### src/rtl/snow64_alu_issue_stage.sv
// Issue stage in front of a combinational 64-bit ALU: a small request FIFO
// whose head feeds the ALU, plus one output register holding the retired result.
module snow64_alu_issue_stage #(
  parameter int QUEUE_DEPTH = 2,
  parameter int TAG_WIDTH   = 4
) (
  input  logic                 clk,
  input  logic                 rst,
  input  logic                 in_valid,
  output logic                 in_ready,
  input  logic [63:0]          in_a,
  input  logic [63:0]          in_b,
  input  logic [3:0]           in_oper,
  input  logic [1:0]           in_type_size,
  input  logic                 in_signedness,
  input  logic [TAG_WIDTH-1:0] in_tag,
  output logic [63:0]          to_alu_a,
  output logic [63:0]          to_alu_b,
  output logic [3:0]           to_alu_oper,
  output logic [1:0]           to_alu_type_size,
  output logic                 to_alu_signedness,
  input  logic [63:0]          from_alu_data,
  output logic                 out_valid,
  input  logic                 out_ready,
  output logic [63:0]          out_data,
  output logic [TAG_WIDTH-1:0] out_tag,
  output logic                 out_illegal,
  output logic [15:0]          illegal_count
);
  localparam int PW = $clog2(QUEUE_DEPTH);

  typedef struct packed {
    logic [63:0]          a;
    logic [63:0]          b;
    logic [3:0]           oper;
    logic [1:0]           sz;
    logic                 sgn;
    logic [TAG_WIDTH-1:0] tag;
  } req_t;

  req_t            r_mem [QUEUE_DEPTH];
  logic [PW-1:0]   r_head, r_tail;
  logic [PW:0]     r_cnt;
  logic            r_ov, r_oi;
  logic [63:0]     r_od;
  logic [TAG_WIDTH-1:0] r_ot;
  logic [15:0]     r_icnt;

  logic w_empty, w_full, w_push, w_ret, w_illegal;
  req_t w_head, w_in;

  assign w_empty  = (r_cnt == '0);
  assign w_full   = (r_cnt == (PW+1)'(QUEUE_DEPTH));
  assign in_ready = ~w_full & ~rst;
  assign w_push   = in_valid & in_ready;
  assign w_ret    = ~w_empty & (~r_ov | out_ready);
  assign w_head   = r_mem[r_head];
  assign w_in     = '{a: in_a, b: in_b, oper: in_oper, sz: in_type_size,
                      sgn: in_signedness, tag: in_tag};

  // Illegal heads are still presented to the ALU; only the result is discarded.
  assign to_alu_a          = w_empty ? '0 : w_head.a;
  assign to_alu_b          = w_empty ? '0 : w_head.b;
  assign to_alu_oper       = w_empty ? '0 : w_head.oper;
  assign to_alu_type_size  = w_empty ? '0 : w_head.sz;
  assign to_alu_signedness = w_empty ? '0 : w_head.sgn;

  always_comb begin
    w_illegal = 1'b0;
    case (w_head.oper)
      4'd3, 4'd4, 4'd13, 4'd14, 4'd15: w_illegal = 1'b1;
      default:                         w_illegal = 1'b0;
    endcase
  end

  // Storage needs no reset: the pointers/count define what is valid.
  always_ff @(posedge clk) begin
    if (w_push) r_mem[r_tail] <= w_in;
  end

  always_ff @(posedge clk or posedge rst) begin
    if (rst) begin
      r_head <= '0;
      r_tail <= '0;
      r_cnt  <= '0;
    end else begin
      if (w_push) r_tail <= r_tail + 1'b1;
      if (w_ret)  r_head <= r_head + 1'b1;
      case ({w_push, w_ret})
        2'b10:   r_cnt <= r_cnt + 1'b1;
        2'b01:   r_cnt <= r_cnt - 1'b1;
        default: r_cnt <= r_cnt;
      endcase
    end
  end

  always_ff @(posedge clk or posedge rst) begin
    if (rst) begin
      r_ov   <= 1'b0;
      r_od   <= '0;
      r_ot   <= '0;
      r_oi   <= 1'b0;
      r_icnt <= '0;
    end else begin
      if (w_ret) begin
        r_ov <= 1'b1;
        r_ot <= w_head.tag;
        r_od <= w_illegal ? 64'd0 : from_alu_data;
        r_oi <= w_illegal;
        if (w_illegal && r_icnt != 16'hFFFF) r_icnt <= r_icnt + 1'b1;
      end else if (r_ov && out_ready) begin
        r_ov <= 1'b0;
      end
    end
  end

  assign out_valid     = r_ov;
  assign out_data      = r_od;
  assign out_tag       = r_ot;
  assign out_illegal   = r_oi;
  assign illegal_count = r_icnt;
endmodule

### config.mk
export PLATFORM = sky130hd
export DESIGN_NAME = snow64_alu_issue_stage
export DESIGN_NICKNAME = d
export VERILOG_FILES = /design/src/rtl/snow64_alu_issue_stage.sv
export SDC_FILE = /design/constraint.sdc
export NUM_CORES = 1
export LEC_CHECK = 0
export CELL_PAD_IN_SITES_DETAIL_PLACEMENT = 0
export CELL_PAD_IN_SITES_GLOBAL_PLACEMENT = 1
export CORE_ASPECT_RATIO = 2
export CORE_UTILIZATION = 34
export CTS_CLUSTER_DIAMETER = 50
export CTS_CLUSTER_SIZE = 24
export DETAILED_ROUTE_END_ITERATION = 16
export PLACE_DENSITY = 0.78
export SYNTH_ARGS = -nofsm -noshare
export SYNTH_HDL_FRONTEND = slang
export SYNTH_SLANG_ARGS = --single-unit
### constraint.sdc
create_clock -name clk -period 7.5 [get_ports clk]
set_input_delay 1.5 -clock clk [delete_from_list [all_inputs] [get_ports clk]]
set_output_delay 1.5 -clock clk [all_outputs]
set_load 0.05 [all_outputs]
==> results of run 1 <==
## routing by layer
| layer | track usage, % | routed length [microns] |
|---|---|---|
| met1 | 17.1 | 12100 |
| met2 | 30.7 | 19600 |
| met3 | 3.45 | 2070 |
| met4 | 9.68 | 1760 |
| met5 | 0 | 30 |
## cell families after synthesis
family	synth area share (%)
flip-flops	76.3
AND/OR/NAND/NOR	6.03
adder cells (fa/ha/maj)	0.180
XOR/XNOR	1.26
AO/OA/AOI/OAI	4.25
multiplexers	10.2
buffers and inverters	1.81
## how the worst max path moves through the flow
stage,start,end,slack [ns]
after floorplan,rst,r_mem[0][0],0.80
after global placement,rst,in_ready,2.98
after detailed placement,rst,in_ready,2.97
after CTS,r_head,to_alu_a[51],2.65
after global routing,r_head,to_alu_a[52],2.57
final,r_head,to_alu_a[51],2.74
## state kept, by name, summed over array words and instances (netlist names)
| name | count |
|---|---|
| r_mem | 278 |
| out_data | 64 |
| illegal_count | 16 |
| out_tag | 4 |
| r_cnt | 2 |
| out_illegal | 1 |
| out_valid | 1 |
| r_head | 1 |
| r_tail | 1 |
## worst reg2reg max path, stage by stage, from the launching register on
cell and delay [ns]:
dfrtp_4 0.91, mux2i_1 0.58, nor3_1 0.15, nor4_4 0.79, and2_2 0.26, buf_4 0.53, a22o_1 0.30
## final cells by class
class / instances / area (sq um) / area share (%)
antenna: 12 / 30.0 / 0.153
clock buffer: 28 / 668 / 3.40
clock inverter: 18 / 201 / 1.02
inverter: 3 / 12.5 / 0.0636
multi-input combinational: 424 / 3080 / 15.6
sequential: 368 / 10600 / 53.9
tap: 530 / 663 / 3.37
timing repair buffer: 439 / 4400 / 22.4
## stage by stage
stage                     power (mW)  worst slack [ns]  hold WS (ns)  cell area, sq um
after global routing            9.39              2.57         0.516             19700
after global placement          7.61              2.98         0.466             18800
final                           9.02              2.74         0.486             19700
after floorplan                 6.03             0.797         0.479             13900
after detailed placement        7.65              2.97         0.474             18800
after CTS                       9.14              2.65         0.495             19600
## cell usage in the layout, fill, tap and decap left out, types with 3 or more instances in the layout
master           count
buf_4                8
nand3_1              4
edfxtp_1           278
a22o_1              64
nand4_1              7
nor4_1               8
inv_6                3
xor2_1              16
clkbuf_16           26
diode_2             12
mux2i_1            138
o21ai_0              4
clkdlybuf4s50_1    428
nor2_1             140
nand2_1             11
buf_12               3
nor3_1               8
inv_16               3
xnor2_1              4
dfrtp_1             89
## power by group through the flow
| stage | Combinational (mW) | Sequential (mW) | Clock, mW |
|---|---|---|---|
| after CTS | 4.80 | 2.83 | 1.52 |
| after detailed placement | 4.77 | 2.87 | 0 |
| final | 4.74 | 2.82 | 1.46 |
| after global placement | 4.76 | 2.85 | 0 |
| after floorplan | 2.63 | 3.40 | 0 |
| after global routing | 4.95 | 2.87 | 1.58 |
==> results.toml, run 1 <==
[placement]
dp_hpwl_microns = 24400
io_buffers = 428
place_congestion = 0.793
place_inst = 1764

[cells_and_area]
stdcell_count = 1822
utilization_pct = 48.9
nFillCells = 3424
drive_gt1_share_pct = 5.16
layout.nets = 1470
synthToLayoutAreaGrowth_pct = 41.5

[synth]
synth_cell_types = 33
synth-edff-count = 278
yosysWarnings = 0
synth_ff_type = "edfxtp_1"
synth_most_common_cell = "edfxtp_1"
async_reset_ff_share_pct = 24.5
synth_top_area_share_pct = 60.1
synth-seq-area-share_pct = 76.3
synth_nets = 1052
synth-seq-cells = 368
yosysTopAreaCell = "edfxtp_1"
synth.area.top_cells = "edfxtp_1 60%, dfrtp_1 16%, mux2i_1 9.9%"
syn_area_sq_um = 13900
netlist_top_cells_count = "278 x edfxtp_1, 142 x nor2_1, 138 x mux2i_1"
synthCells = 843
syn_area_per_cell_sq_um = 16.5

[worst_hold_path]
worst_hold_path.endpoint = "out_tag[1]"
hold_class = "register to register"
hold_path_depth = 2
min_from = "out_tag[1]"

[pwr]
ir_drop_uv = 300
switching_share_pct = 46.3
combPwrFrac_pct = 52.6
power_density_nw_per_um2 = 459
p_seq_share_pct = 31.3
p_int_mw = 4.84
p_switching_mw = 4.18
clockPowerShare_pct = 16.2
p_leak_nw = 7.44

[die]
rows = 104
core-area_sq_um = 40200
fp.dieW_microns = 145
ios = 429
die_h_microns = 288
dieArea_sq_um = 41700
start_util_pct = 34.6

[clock_tree]
ctsRootBufferMaster = "clkbuf_16"
clockBufferDepth = 3
postCtsSetupRepairBufs = 0
clk_latency_ns = 0.57
cts_buffers = 25
ctsHoldBuffers = 0
clk_pin_slew_ns = 0.09
cts_sinks = 368
cts_tree = "yes"
cts_resized = 0
cts_htree_levels = 1

[routing]
drtPass1Iterations = 4
drt_iter0_drc = 320
num_vias = 8619
vias_per_cell = 4.73
wl_per_cell_microns = 19.5
drc = 0
ant_nets = 0
finalWirelength_microns = 35500

[critical_path]
critPathCaptureType = "output port"
reg2reg_depth = 6
timing.rr.start = "r_head"
path_buf_inv = 2
crit_slowest_cell = "dfrtp_4"
rr_endpoint = "out_data[16]"
critPathMaxFanout = 41
critPathTopFamily = "buffers and inverters"
worst_ep_required_time_ns = 6.00
critical_path_class = "register to output port"
cp.depth = 4
slowest_delay_ns = 0.91
cp.arrival_ns = 3.26
cp-start-kind = "register"
r2r_slack_ns = 3.94
crit_chain = "buf_4 -> mux2i_1 -> nor2_1 -> clkdlybuf4s50_1"

[sta]
setup_viol = 0
finalMaxSlewViolations = 0
fmax_mhz = 210
setup-tns-final_ns = 0
fin_crit_sh_pct = 63.5
rsz0062_at_grt = "no"
fin_skew_ns = 0.0200
hold_viol_final = 0
worst-slew-pin-transition_ns = 1.16
fin_crit_ns = 4.76
maxSlewHeadroom_pct = 22.6

[grt]
grt_pass1_wl_microns = 52700
antenna_found_initial = 14
grt-ovfl-total = 0
grt.total_usage_pct = 16.5
grt_pass1_vias = 8929
grt_max_degree = 81

[run_status]
status = "finished, final reports clean"

[job]
maxCapViolations = 0
Power figures use the tool's default switching activity.
==> inputs of run 2 (changes only) <==
CORE_UTILIZATION = 38   (was 34)
PLACE_DENSITY = 0.82   (was 0.78)
clock period = 4.4 ns   (was 7.5 ns; I/O delays follow)
==> results.toml, run 2 (synthesized netlist as in run 1, its figures left out) <==
[sta]
worst-slew-pin-transition_ns = 0.844
setup_viol = 0
rsz0062_at_grt = "no"
fin_crit_sh_pct = 85.0
fin_skew_ns = 0.0313
finalMaxSlewViolations = 0
fin_crit_ns = 3.74
setup-tns-final_ns = 0
hold_viol_final = 0
fmax_mhz = 267
hold-worst-slack_ns = 0.488
maxSlewHeadroom_pct = 43.7

[clock_tree]
cts_sinks = 368
cts_resized = 0
cts_htree_levels = 1
cts_buffers = 25
postCtsSetupRepairBufs = 0
ctsRootBufferMaster = "clkbuf_16"
clockBufferDepth = 3
clk_pin_slew_ns = 0.09
cts_tree = "yes"
clk_latency_ns = 0.56
ctsHoldBuffers = 0

[worst_hold_path]
min_from = "out_tag[0]"
hold_class = "register to register"
hold_path_depth = 2

[cells_and_area]
drive_gt1_share_pct = 5.46
largest_register_ffs = 278
final_cell_mix = "428 x clkdlybuf4s50_1, 278 x edfxtp_1, 140 x nor2_1"
synthToLayoutAreaGrowth_pct = 41.0
layout_commonest_cell = "clkdlybuf4s50_1"
layout.nets = 1475
utilization_pct = 54.6
top_register = "r_mem"

[critical_path]
slowest_delay_ns = 0.84
cp.depth = 4
crit_slowest_cell = "clkdlybuf4s50_1"
critPathCaptureType = "output port"
cp-start-kind = "register"
critical_path_class = "register to output port"
crit_chain = "buf_12 -> mux2i_1 -> nor2_1 -> clkdlybuf4s50_1"
path_buf_inv = 2
timing.rr.start = "r_head"
cp.arrival_ns = 2.86
critPathMaxFanout = 43
critPathTopFamily = "buffers and inverters"
reg2reg_depth = 7
worst_ep_required_time_ns = 3.52
cp-startpoint = "r_head"

[pwr]
power_density_nw_per_um2 = 784
clockPowerShare_pct = 15.9
p_leak_nw = 7.45
p_int_mw = 8.28
p_seq_share_pct = 31.2
ir_drop_uv = 639
switching_share_pct = 46.1
combPwrFrac_pct = 52.9
p_switching_mw = 7.09

[grt]
grt.total_usage_pct = 18.4
grt_use_met2_pct = 34.9
grt_pass1_vias = 9132
grt_use_met3_pct = 5.01
grt-ovfl-total = 0
met1_usage_pct = 17.0
grt.busiest_layer = "met2"
grt_pass1_wl_microns = 51200
antenna_found_initial = 9
grt_max_degree = 140

[placement]
io_buffers = 428
place_congestion = 0.811
dp_hpwl_microns = 24500

[run_status]
status = "finished, final reports clean"

[die]
die_h_microns = 272
fp.dieW_microns = 137
core-area_sq_um = 35900
start_util_pct = 38.7
rows = 98
ios = 429
dieArea_sq_um = 37400

[routing]
wl_per_cell_microns = 20.1
drt_iter0_drc = 329
drc = 0
ant_nets = 0
finalWirelength_microns = 35000
vias_per_cell = 4.93
drtPass1Iterations = 4
num_vias = 8579

[job]
maxCapViolations = 0
run 2: area by class of cell:
type,count,area [sq um]
Timing Repair Buffer,444,4470
Sequential cell,368,10600
Tap cell,450,563
Clock inverter,18,223
Multi-Input combinational cell,424,3080
Inverter,3,12.5
Clock buffer,26,629
Antenna cell,8,20.0
Fill cell,2967,16300
run 2: layer usage:
layer / part of all wire [%] / wire length [microns]
met1: 32 / 11300
met2: 54 / 19000
met3: 8.5 / 3000
met4: 5.0 / 1760
met5: 0.037 / 13
run 2: worst paths after layout:
check | endpoint | slack, ns
max | to_alu_a[42] | 0.66
min | out_tag[0] | 0.49
max reg2reg | out_data[10] | 1.24
min reg2reg | out_tag[0] | 0.49
max in group asynchronous | out_data[0] | 2.66
min in group asynchronous | out_data[41] | 0.83
run 2: power by group through the flow:
stage	combinational, mW	clock (mW)	sequential, mW
5_1_grt	8.52	2.64	4.87
3_5_place_dp	8.19	0	4.88
2_1_floorplan	4.48	0	5.78
6_report	8.14	2.44	4.79
3_3_place_gp	8.16	0	4.85
4_1_cts	8.23	2.53	4.80
run 2: stage by stage:
| stage | cell area [sq um] | instances | worst slack [ns] | power (mW) |
|---|---|---|---|---|
| after floorplan | 13900 | 843 | 0.231 | 10.3 |
| after global placement | 18700 | 1689 | 1.19 | 13.0 |
| after detailed placement | 18700 | 1689 | 1.17 | 13.1 |
| after CTS | 19600 | 1733 | 0.575 | 15.6 |
| after global routing | 19600 | 1740 | 0.496 | 16.0 |
| final | 19600 | 1741 | 0.659 | 15.4 |
run 2: worst reg2reg max path, delay by kind of cell, from the launching register on:
| kind | cells | cell delay, ns |
|---|---|---|
| muxes | 1 | 0.40 |
| and+or+nand+nor | 3 | 0.96 |
| DFF | 1 | 0.80 |
| buffers and inverters | 2 | 0.72 |
| AOI/OAI and AO/OA | 1 | 0.24 |
